===== config.mk =====
export PLATFORM = sky130hd
export DESIGN_NAME = bus_arbiter_flat
export DESIGN_NICKNAME = d
export VERILOG_FILES = /design/src/rtl/bus_arbiter_if.sv /design/src/rtl/bus_arbiter.sv /design/src/flat_wrapper.sv
export SDC_FILE = /design/constraint.sdc
export NUM_CORES = 1
export LEC_CHECK = 0
export CORE_MARGIN = 5
export CORE_UTILIZATION = 50
export DETAILED_ROUTE_END_ITERATION = 8
export MAX_ROUTING_LAYER = met4
export PLACE_DENSITY = 0.72
export SYNTH_ARGS = -nofsm -noshare
export SYNTH_HDL_FRONTEND = slang
export SYNTH_SLANG_ARGS = --single-unit
export TNS_END_PERCENT = 1

===== constraint.sdc =====
create_clock -name clk -period 2.2 [get_ports clk]
set_input_delay 0.55 -clock clk [delete_from_list [all_inputs] [get_ports clk]]
set_output_delay 0.55 -clock clk [all_outputs]
set_load 0.01 [all_outputs]

===== src/rtl/bus_arbiter_if.sv =====
// Handshake bundle between the bus masters / split slave and the bus arbiter.
// The slave modport is the arbiter side; the master modport is the requester side.
interface bus_arbiter_if #(
  parameter int NUM_MASTERS = 2
) ();
  localparam int IDX_W = (NUM_MASTERS > 1) ? $clog2(NUM_MASTERS) : 1;

  logic [NUM_MASTERS-1:0] m_req;
  logic [NUM_MASTERS-1:0] m_grant;
  logic [IDX_W-1:0]       owner;
  logic                   bus_busy;
  logic                   s_split;
  logic                   s_split_ready;
  logic                   split_pending;
  logic                   timeout;

  modport master (
    output m_req,
    output s_split,
    output s_split_ready,
    input  m_grant,
    input  owner,
    input  bus_busy,
    input  split_pending,
    input  timeout
  );

  modport slave (
    input  m_req,
    input  s_split,
    input  s_split_ready,
    output m_grant,
    output owner,
    output bus_busy,
    output split_pending,
    output timeout
  );
endinterface


===== src/rtl/bus_arbiter.sv =====
// Shared-bus arbiter: one owner at a time, split-transaction parking/resume and hold timeout.
// Define ARB_ROUND_ROBIN_EN for round-robin arbitration; default build is fixed priority.
module bus_arbiter #(
  parameter int NUM_MASTERS    = 2,
  parameter int TIMEOUT_CYCLES = 1024,
  parameter int CNT_W          = 11
) (
  input  logic         clk,
  input  logic         rstn,
  bus_arbiter_if.slave bus
);
  localparam int               IDX_W   = (NUM_MASTERS > 1) ? $clog2(NUM_MASTERS) : 1;
  localparam bit               TO_EN   = (TIMEOUT_CYCLES != 0);
  localparam logic [CNT_W-1:0] TO_LAST = CNT_W'(TIMEOUT_CYCLES - 1);

  typedef enum logic [1:0] {
    ST_IDLE  = 2'd0,
    ST_GRANT = 2'd1,
    ST_TURN  = 2'd2
  } state_t;

  // First set bit of elig searching upward from start, wrapping; returns {found, index}.
  function automatic logic [IDX_W:0] pick_first(
    input logic [NUM_MASTERS-1:0] elig,
    input logic [IDX_W-1:0]       start
  );
    logic             found;
    logic [IDX_W-1:0] idx;
    logic [IDX_W-1:0] jj;
    int               j;
    found = 1'b0;
    idx   = '0;
    for (int i = 0; i < NUM_MASTERS; i++) begin
      j = int'(start) + i;
      if (j >= NUM_MASTERS) begin
        j = j - NUM_MASTERS;
      end
      jj = IDX_W'(j);
      if (!found && elig[jj]) begin
        found = 1'b1;
        idx   = jj;
      end
    end
    return {found, idx};
  endfunction

  state_t                 state_r, state_s;
  logic [NUM_MASTERS-1:0] grant_r, grant_s;
  logic [IDX_W-1:0]       owner_r, owner_s;
  logic [CNT_W-1:0]       cnt_r, cnt_s;
  logic [IDX_W-1:0]       parked_r, parked_s;
  logic                   pending_r, pending_s;
  logic                   resume_r, resume_s;
  logic                   timeout_r, timeout_s;
  logic                   busy_r;
`ifdef ARB_ROUND_ROBIN_EN
  logic [IDX_W-1:0]       rr_ptr_r, rr_ptr_s;
`endif

  logic [NUM_MASTERS-1:0] parked_mask_s;
  logic [NUM_MASTERS-1:0] elig_s;
  logic [IDX_W:0]         pick_s;
  logic                   pick_found_s;
  logic [IDX_W-1:0]       pick_idx_s;

  assign parked_mask_s = NUM_MASTERS'(1) << parked_r;
  assign pick_found_s  = pick_s[IDX_W];
  assign pick_idx_s    = pick_s[IDX_W-1:0];

  // Candidate for a normal (non-resume) grant; a parked master stays masked.
  always_comb begin
    if (pending_r) begin
      elig_s = bus.m_req & ~parked_mask_s;
    end else begin
      elig_s = bus.m_req;
    end
`ifdef ARB_ROUND_ROBIN_EN
    pick_s = pick_first(elig_s, rr_ptr_r);
`else
    pick_s = pick_first(elig_s, '0);
`endif
  end

  // Next-state, grant and split/timeout bookkeeping.
  always_comb begin
    state_s   = state_r;
    grant_s   = grant_r;
    owner_s   = owner_r;
    cnt_s     = cnt_r;
    parked_s  = parked_r;
    pending_s = pending_r;
    resume_s  = resume_r;
    timeout_s = 1'b0;
`ifdef ARB_ROUND_ROBIN_EN
    rr_ptr_s  = rr_ptr_r;
`endif

    // A parked master that gives up its request abandons the split outright.
    if (pending_r && !bus.m_req[parked_r]) begin
      pending_s = 1'b0;
      resume_s  = 1'b0;
    end else if (pending_r && bus.s_split_ready) begin
      resume_s = 1'b1;
    end else begin
      resume_s = resume_r;
    end

    case (state_r)
      ST_IDLE: begin
        if (resume_r && pending_r && bus.m_req[parked_r]) begin
          grant_s   = parked_mask_s;
          owner_s   = parked_r;
          cnt_s     = '0;
          pending_s = 1'b0;
          resume_s  = 1'b0;
          state_s   = ST_GRANT;
        end else if (pick_found_s) begin
          grant_s = NUM_MASTERS'(1) << pick_idx_s;
          owner_s = pick_idx_s;
          cnt_s   = '0;
          state_s = ST_GRANT;
`ifdef ARB_ROUND_ROBIN_EN
          if (pick_idx_s == IDX_W'(NUM_MASTERS - 1)) begin
            rr_ptr_s = '0;
          end else begin
            rr_ptr_s = pick_idx_s + IDX_W'(1);
          end
`endif
        end else begin
          grant_s = '0;
          state_s = ST_IDLE;
        end
      end

      ST_GRANT: begin
        cnt_s = cnt_r + CNT_W'(1);
        // Priority on a shared cycle: release, then split, then timeout.
        if (!bus.m_req[owner_r]) begin
          grant_s = '0;
          state_s = ST_TURN;
        end else if (bus.s_split && !pending_r) begin
          parked_s  = owner_r;
          pending_s = 1'b1;
          resume_s  = 1'b0;
          grant_s   = '0;
          state_s   = ST_TURN;
        end else if (TO_EN && (cnt_r == TO_LAST)) begin
          grant_s   = '0;
          timeout_s = 1'b1;
          state_s   = ST_TURN;
        end else begin
          state_s = ST_GRANT;
        end
      end

      ST_TURN: begin
        grant_s = '0;
        state_s = ST_IDLE;
      end

      default: begin
        grant_s = '0;
        state_s = ST_IDLE;
      end
    endcase
  end

  // State and output registers with synchronous active-low reset.
  always_ff @(posedge clk) begin
    if (!rstn) begin
      state_r   <= ST_IDLE;
      grant_r   <= '0;
      owner_r   <= '0;
      cnt_r     <= '0;
      parked_r  <= '0;
      pending_r <= 1'b0;
      resume_r  <= 1'b0;
      timeout_r <= 1'b0;
      busy_r    <= 1'b0;
`ifdef ARB_ROUND_ROBIN_EN
      rr_ptr_r  <= '0;
`endif
    end else begin
      state_r   <= state_s;
      grant_r   <= grant_s;
      owner_r   <= owner_s;
      cnt_r     <= cnt_s;
      parked_r  <= parked_s;
      pending_r <= pending_s;
      resume_r  <= resume_s;
      timeout_r <= timeout_s;
      busy_r    <= |grant_s;
`ifdef ARB_ROUND_ROBIN_EN
      rr_ptr_r  <= rr_ptr_s;
`endif
    end
  end

  assign bus.m_grant       = grant_r;
  assign bus.owner         = owner_r;
  assign bus.bus_busy      = busy_r;
  assign bus.split_pending = pending_r;
  assign bus.timeout       = timeout_r;

endmodule


===== src/flat_wrapper.sv =====
// flat-port wrapper written by rule: the top's interface ports become plain ports
module bus_arbiter_flat 
#(
  parameter int NUM_MASTERS    = 2,
  parameter int TIMEOUT_CYCLES = 1024,
  parameter int CNT_W          = 11
)
  (clk, rstn, bus_m_req, bus_s_split, bus_s_split_ready, bus_m_grant, bus_owner, bus_bus_busy, bus_split_pending, bus_timeout);
  bus_arbiter_if #(.NUM_MASTERS(NUM_MASTERS)) bus_i ();
  input  logic clk;
  input  logic rstn;
  input wire logic [$bits(bus_i.m_req)-1:0] bus_m_req;
  input wire logic [$bits(bus_i.s_split)-1:0] bus_s_split;
  input wire logic [$bits(bus_i.s_split_ready)-1:0] bus_s_split_ready;
  output wire logic [$bits(bus_i.m_grant)-1:0] bus_m_grant;
  output wire logic [$bits(bus_i.owner)-1:0] bus_owner;
  output wire logic [$bits(bus_i.bus_busy)-1:0] bus_bus_busy;
  output wire logic [$bits(bus_i.split_pending)-1:0] bus_split_pending;
  output wire logic [$bits(bus_i.timeout)-1:0] bus_timeout;
  assign bus_i.m_req = bus_m_req;
  assign bus_i.s_split = bus_s_split;
  assign bus_i.s_split_ready = bus_s_split_ready;
  assign bus_m_grant = bus_i.m_grant;
  assign bus_owner = bus_i.owner;
  assign bus_bus_busy = bus_i.bus_busy;
  assign bus_split_pending = bus_i.split_pending;
  assign bus_timeout = bus_i.timeout;
  bus_arbiter #(.NUM_MASTERS(NUM_MASTERS), .TIMEOUT_CYCLES(TIMEOUT_CYCLES), .CNT_W(CNT_W)) u_core (.clk(clk), .rstn(rstn), .bus(bus_i));
endmodule

[Yosys cells after proc, flatten, opt, wreduce, memory -nomap -nowiden]
Index checks and enable logic that the tools add are counted.
Word-level totals
  register bits: 21
  latch bits: 0
  memory bits (writable): 0
  memory bits (read-only): 0
  input bits: 6
  output and inout bits: 6
  memories kept: 0
Cells by class
  $add $sub $neg: 1
  $mul: 0
  divide/modulo/power cells: 0
  order comparisons: 2
  equal/unequal tests: 3
  shift-type cells: 2
  multiplexer cells: 37
  bitwise gates (word level): 5
  reductions and logical operators: 17
Operators with widths (count)
  2-to-1 mux 11 bit: 2
  one-hot mux 11 bit (2 select lines): 1
  2-to-1 mux 1 bit: 20
  2-to-1 mux 2 bit: 10
  adder 11 x 1 -> 11 bit, second input constant: 1
  == test 11 x 10 -> 1 bit, second input constant: 1
  one-hot mux 2 bit (2 select lines): 2
  logical AND 1 bit: 6
  less-than comparator 1 x 2 -> 1 bit, second input constant: 2
  one-hot mux 1 bit (2 select lines): 2
  AND reduction 2 bit: 2
  nonzero test 2 bit: 2
  OR reduction 4 bit: 1
  << shifter 1 x 1 -> 2 bit, first input constant: 2
  zero test 1 bit: 3
  != test 3 x 1 -> 1 bit, second input constant: 1
  NOT 1 bit: 3
  AND reduction 3 bit: 1
  bitwise AND 2 bit: 1
  == test 2 x 1 -> 1 bit, second input constant: 1
  zero test 2 bit: 1
  NOT 2 bit: 1
  OR reduction 2 bit: 1

[Longest topological paths before layout]
Gate-level depths: netlist of run 1.
  depth in word-level cells: 13
  mapped depth: 5
  gate-level depth less buffers: 5

[Least setup slack after synthesis of run 1]
Ideal clock, no wire load.
  kind: input-to-reg
  start point: input bus_m_req[0]
  end point: register u_core.cnt_r[9]
  data arrival time: 1.553 ns
  data required time: 2.128 ns
  setup slack: 0.575 ns
  stages on the path: 4
  path buffers: 0
  cells stage by stage: mux2i_1 a2111oi_4 or4b_1 a21oi_1
Between the ends
  cells in the longest elaborated chain, start to end: 8
  elaborated cells between the ends (all ways): 13
  classes of those cells: eq/ne (1); mux (7); bitwise (1); reduce/logical (4)
RTL lines
  start, declared: RTL line flat_wrapper.sv:12  | input wire logic [$bits(bus_i.m_req)-1:0] bus_m_req;
  bitwise AND 2 bit: RTL line bus_arbiter.sv:73  | elig_s = bus.m_req & ~parked_mask_s;
  2-to-1 mux 2 bit: RTL line bus_arbiter.sv:72  | if (pending_r) begin
  2-to-1 mux 1 bit: RTL line bus_arbiter.sv:39  | if (!found && elig[jj]) begin
  zero test 1 bit: RTL line bus_arbiter.sv:39
  logical AND 1 bit: RTL line bus_arbiter.sv:39
  2-to-1 mux 1 bit: RTL line bus_arbiter.sv:39
  != test 3 x 1 -> 1 bit (no line)
  AND reduction 2 bit (no line)
  end signal, assigned: RTL line bus_arbiter.sv:187  | cnt_r <= cnt_s;
  end, declared: RTL line bus_arbiter.sv:50  | logic [CNT_W-1:0] cnt_r, cnt_s;
Parallel ways exist; a longest one is shown, timed or not. The select of a mux whose other input is x is not followed.
A chain may end at the register's enable or synchronous reset.

[Worst setup path in the final report of run 1]
  start point: input bus_m_req[1]
  end point: register u_core.cnt_r[8]
Between the ends
  cells in the longest elaborated chain, start to end: 6
  elaborated cells between the ends (all ways): 11
  classes of those cells: eq/ne (1); mux (6); bitwise (1); reduce/logical (3)
RTL lines (RTL line)
  bitwise AND 2 bit: bus_arbiter.sv:73
  2-to-1 mux 2 bit: bus_arbiter.sv:72
  logical AND 1 bit: bus_arbiter.sv:39
  2-to-1 mux 1 bit: bus_arbiter.sv:39
  != test 3 x 1 -> 1 bit (no line)
  AND reduction 2 bit (no line)
Parallel ways exist; a longest one is shown, timed or not. The select of a mux whose other input is x is not followed.

==> flow_summary.json, run 1 <==
{
  "diodes": 0,
  "io_buffers": 11,
  "syn-num-nets": 125,
  "grt_max_degree": 18,
  "reg2reg_slack_ns": 0.48,
  "min_to": "u_core.cnt_r[9]",
  "fill_cells": 194,
  "worstReg2RegStart": "u_core.cnt_r[0]",
  "worst_ep_required_time_ns": 2.43,
  "clk_path_buf_depth": 2,
  "dr_total_vias": 972,
  "gr-total-overflow": 0,
  "status": "complete, no violations",
  "p_leak_nw": 0.387,
  "total_power_mw": 0.695,
  "synth_ff_type": "dfxtp_1",
  "drt_iter0_markers": 33,
  "drive_above_1_share_pct": 9.63,
  "drc": 0,
  "post_dp_cell_area_mm2": 0.00119,
  "synth-seq-area-share_pct": 40.8,
  "final_common_cell": "dfxtp_1",
  "ys_ff_latch": 21,
  "die_area_mm2": 0.00307,
  "fin_worst_skew_ns": 0.00222,
  "die_w_um": 55.4,
  "hold_class": "flip-flop to flip-flop",
  "area_growth_pct": 18.4,
  "cp-end-kind": "flip-flop",
  "ys_types": 36,
  "start_util_pct": 52.6,
  "utilization_pct": 62.2,
  "critPathKind": "primary input to flip-flop",
  "yosysWarnings": 0,
  "cp_data_arrival_time_ns": 2.33,
  "async_flop_share_pct": 0,
  "min_period_over_period_pct": 95.3,
  "hpwlAfterDp_um": 1720,
  "clock_sinks": 21,
  "final_cell_mix": "dfxtp_1 (21), a21oi_1 (15), clkdlybuf4s50_1 (11)",
  "rows": 16,
  "grt_pass1_vias": 860,
  "power.density_mw_per_mm2": 569,
  "path_clk_slew_ns": 0.11,
  "cts_tree": "built",
  "routedWlPerCell_um": 13.7,
  "clock_latency_ns": 0.30,
  "grt_pass1_wl_um": 3770,
  "fmax_mhz": 477,
  "layout.nets": 143,
  "whs_path_depth": 2,
  "crit_fanout": 17,
  "min_period_ns": 2.10,
  "worst_pin_slew_ns": 0.449,
  "fin_area_mm2": 0.00122,
  "r2r_end": "u_core.bus.timeout",
  "hold_viol_final": 0,
  "synth_edf_count": 0,
  "ir_drop_mv": 0.361,
  "maxSlewViolCount": 0,
  "cts_made_buffers": 3,
  "max-slew-margin-rel_pct": 70.0,
  "r2r_cells": 4,
  "drt-pass1-iter-count": 4,
  "design.portCount": 12,
  "globalplace.congestion": 0.840,
  "antenna_found_initial": 0,
  "grt.total_usage_pct": 15.2,
  "hp-start": "u_core.cnt_r[9]",
  "setup_viol": 0,
  "wl_um": 2220,
  "synth_area_mm2": 0.00103,
  "die_h_um": 55.4,
  "synthCells": 118,
  "rsz0062_at_grt": "no",
  "cts_root_buf": "clkbuf_4",
  "core_mm2": 0.00196,
  "ctsHtreeMaxLevel": 1,
  "viasPerCell": 6.00,
  "startpoint_type": "primary input",
  "drv_cap": 0,
  "antenna_left": 0,
  "postSynthAreaPerCell_um2": 8.74
}
==> area by class of cell <==
type | count | area (um^2) | share of cell area [%]
well taps | 27 | 33.8 | 2.77
repair buffers | 14 | 133 | 10.9
clock buffers | 3 | 22.5 | 1.84
clock inverters | 1 | 5.00 | 0.410
flip-flops and latches | 21 | 420 | 34.4
inverters | 5 | 18.8 | 1.54
multi-input cells | 91 | 588 | 48.2
==> routing by layer <==
layer	share of wire (%)	global-route usage (%)	wire (um)	vias to the layer above
met2	50	27.0	1110	19
met1	45	16.1	1000	472
met3	4.4	3.50	98	2
met4	0.58	6.25	13	0
li1	-	-	-	479
met5	0	-	0	-
==> Yosys cell counts, types with 3 or more instances <==
| cell | number | area (um^2) |
|---|---|---|
| a21oi_1 | 15 | 75.1 |
| inv_1 | 5 | 18.8 |
| nand2b_1 | 3 | 18.8 |
| dfxtp_1 | 21 | 420 |
| or4_1 | 4 | 30.0 |
| nor2_1 | 7 | 26.3 |
| or3_1 | 4 | 25.0 |
| nand3_1 | 5 | 25.0 |
| o21ai_0 | 7 | 35.0 |
| o31ai_1 | 4 | 30.0 |
| mux2i_1 | 4 | 40.0 |
| nand2_1 | 8 | 30.0 |
| nand4_1 | 4 | 25.0 |
==> report_power, final <==
| part | internal (mW) | leakage [nW] | total [mW] | switching [mW] |
|---|---|---|---|---|
| Clock | 0.0677 | 0.0177 | 0.181 | 0.113 |
| Combinational | 0.0493 | 0.199 | 0.108 | 0.0584 |
| Sequential | 0.393 | 0.170 | 0.407 | 0.0138 |
==> cells by family (layout without fill, tap and decap cells) <==
| family | count (synthesis) | after routing | share of synthesized area [%] |
|---|---|---|---|
| AO/OA/AOI/OAI | 36 | 36 | 23.4 |
| adder cells (fa/ha/maj) | 1 | 1 | 1.21 |
| buffers and inverters | 6 | 23 | 2.31 |
| flip-flops | 21 | 21 | 40.8 |
| multiplexers | 6 | 6 | 6.07 |
| AND/OR/NAND/NOR | 48 | 48 | 26.2 |
==> metrics by stage <==
| stage | worst slack (ns) | hold slack (ns) | instances | TNS, ns |
|---|---|---|---|---|
| floorplan | 0.575 | 0.446 | 118 | 0 |
| global placement | -0.150 | 0.457 | 158 | -0.831 |
| detailed placement | -0.225 | 0.476 | 158 | -1.46 |
| CTS | 0.0950 | 0.493 | 162 | 0 |
| global route | 0.0224 | 0.516 | 162 | 0 |
| finish | 0.103 | 0.498 | 162 | 0 |
==> state kept, by name, indices dropped and copies added (netlist names) <==
name and count:
u_core.parked_r 1, u_core.state_r 2, u_core.bus.split_pending 1, u_core.bus.m_grant 2, u_core.cnt_r 11, u_core.bus.bus_busy 1
u_core.resume_r 1, u_core.bus.timeout 1, u_core.bus.owner 1
==> worst max-delay path by stage <==
| stage | from | endpoint | slack (ns) | depth (start not counted) |
|---|---|---|---|---|
| finish | bus_m_req[1] | u_core.cnt_r[8] | 0.10 | 5 |
| global route | bus_m_req[1] | u_core.cnt_r[5] | 0.02 | 5 |
| CTS | bus_m_req[1] | u_core.cnt_r[8] | 0.1 | 5 |
| global placement | bus_m_req[1] | u_core.cnt_r[8] | -0.15 | 5 |
| detailed placement | bus_m_req[1] | u_core.cnt_r[5] | -0.23 | 5 |
| floorplan | bus_m_req[0] | u_core.cnt_r[9] | 0.58 | 4 |
==> critical path: stages <==
cell and delay [ns]:
clkdlybuf4s50_1 0.59, mux2i_1 0.17, a211o_2 0.44, or4_1 0.42, a21oi_1 0.16
==> repair_timing <==
action                                  4_1_cts  5_1_grt
hold endpoints to repair                      0        0
endpoints found under the setup margin        0        1
gates resized for setup                       0        1
setup buffers                                 0        0
hold buffers                                  0        0
No activity file was read; power rests on OpenSTA's default activity.
==> run 2: changes to the inputs <==
- REMOVE_ABC_BUFFERS: not set -> 1
==> flow_summary.json, run 2 (same netlist as run 1, synthesis figures left out) <==
{
  "die_w_um": 55.4,
  "slowest_delay_ns": 0.50,
  "startpoint_type": "primary input",
  "core_mm2": 0.00196,
  "grt.total_usage_pct": 16.5,
  "largest_register": "u_core.cnt_r",
  "min_period_ns": 1.95,
  "globalplace.congestion": 0.832,
  "power.density_mw_per_mm2": 570,
  "hold_class": "flip-flop to flip-flop",
  "post_cts_resize_count": 0,
  "post-cts-setup-buffers": 0,
  "largest_register_ffs": 11,
  "rows": 16,
  "setup_viol": 0,
  "antenna_left": 0,
  "min_period_over_period_pct": 88.8,
  "crit_fanout": 12,
  "max-slew-margin-rel_pct": 69.9,
  "ctsHtreeMaxLevel": 1,
  "r2r_end": "u_core.cnt_r[3]",
  "grt_pass1_wl_um": 4050,
  "cts_made_buffers": 3,
  "wl_um": 2300,
  "hpwlAfterDp_um": 1750,
  "cts_tree": "built",
  "final_cell_mix": "dfxtp_1 (21), a21oi_1 (15), clkdlybuf4s50_1 (11)",
  "routedWlPerCell_um": 13.7,
  "path_cells": "clkdlybuf4s50_1 > mux2i_1 > a211o_1 > buf_4 > o41ai_1 > a21oi_1",
  "drc": 0,
  "gr-total-overflow": 0,
  "antenna_found_initial": 0,
  "clk_path_buf_depth": 2,
  "grt_pass1_vias": 939,
  "total_power_mw": 0.717,
  "hp-start": "u_core.cnt_r[10]",
  "final_common_cell": "dfxtp_1",
  "fin_worst_skew_ns": 0.0155,
  "utilization_pct": 64.1,
  "worstReg2RegStart": "u_core.bus.split_pending",
  "path_clk_slew_ns": 0.11,
  "worst_pin_slew_ns": 0.451,
  "ir_drop_mv": 0.508,
  "cp-end-kind": "flip-flop",
  "drv_cap": 0,
  "r2r_cells": 5,
  "drt-pass1-iter-count": 4,
  "clock_latency_ns": 0.31,
  "design.portCount": 12,
  "die_h_um": 55.4,
  "drt_iter0_markers": 16,
  "grt_max_degree": 13,
  "p_leak_nw": 0.413,
  "start_util_pct": 52.6,
  "status": "complete, no violations",
  "dr_total_vias": 992,
  "fin_hold_ws_ns": 0.485,
  "fmax_mhz": 512,
  "hold_viol_final": 0,
  "worst_ep_required_time_ns": 2.39,
  "drive_above_1_share_pct": 12.1,
  "setup_tns_ns": 0,
  "cts_root_buf": "clkbuf_4",
  "clock_sinks": 21,
  "die_area_mm2": 0.00307,
  "diodes": 0,
  "area_growth_pct": 22.0,
  "critPathKind": "primary input to flip-flop",
  "io_buffers": 11,
  "cp_data_arrival_time_ns": 2.14,
  "min_to": "u_core.cnt_r[10]",
  "cts_hold_buf": 0,
  "reg2reg_slack_ns": 0.45,
  "whs_path_depth": 2,
  "layout.nets": 148,
  "critPathSlowestCell": "clkdlybuf4s50_1",
  "rsz0062_at_grt": "no",
  "maxSlewViolCount": 0,
  "viasPerCell": 5.94
}
==> run 2: changes by cell type in the layout (fill, tap and decap cells not counted), sizes merged <==
cell  previous run  this run
buf              3         8
==> run 2: power breakdown <==
part | internal, mW | switching [mW]
registers | 0.393 | 0.0140
clock network | 0.0679 | 0.122
logic | 0.0596 | 0.0612
==> run 2: how the worst max path moves through the flow <==
stage,from,cells after the start,end,slack [ns]
floorplan,bus_m_req[0],4,u_core.cnt_r[10],0.54
global placement,bus_m_req[0],5,u_core.cnt_r[8],-0.01
detailed placement,bus_m_req[0],6,u_core.cnt_r[9],-0.09
CTS,bus_m_req[0],6,u_core.cnt_r[9],0.25
global route,bus_m_req[0],5,u_core.cnt_r[8],0.14
finish,bus_m_req[0],6,u_core.cnt_r[9],0.25
==> run 2: final cells by class <==
type | instances | area, um^2
Tap cell | 27 | 33.8
Multi-Input combinational cell | 91 | 587
Fill cell | 182 | 704
Clock buffer | 3 | 22.5
Timing Repair Buffer | 19 | 170
Sequential cell | 21 | 420
Clock inverter | 1 | 5.00
Inverter | 5 | 18.8
==> run 2: per-layer routing <==
metal | GRT usage [%] | share of wire [%] | up-vias | wire length (um)
met4 | 8.33 | 1.7 | 0 | 40
met5 | - | 0 | - | 0
met3 | 3.73 | 4.4 | 6 | 100
met2 | 25.3 | 45 | 21 | 1040
met1 | 20.2 | 48 | 474 | 1110
li1 | - | - | 491 | -
==> run 2: worst max-delay path, delay by kind of cell <==
kind            cells  cell delay [ns]
buf+inv             2             0.69
compound gates      3             0.77
mux                 1             0.13
==> run 2: stage by stage <==
stage	area (um^2)	std cells	setup slack [ns]
finish	1260	167	0.247
global route	1260	167	0.140
CTS	1260	167	0.252
detailed placement	1230	163	-0.0914
global placement	1230	163	-0.0104
floorplan	1030	117	0.537
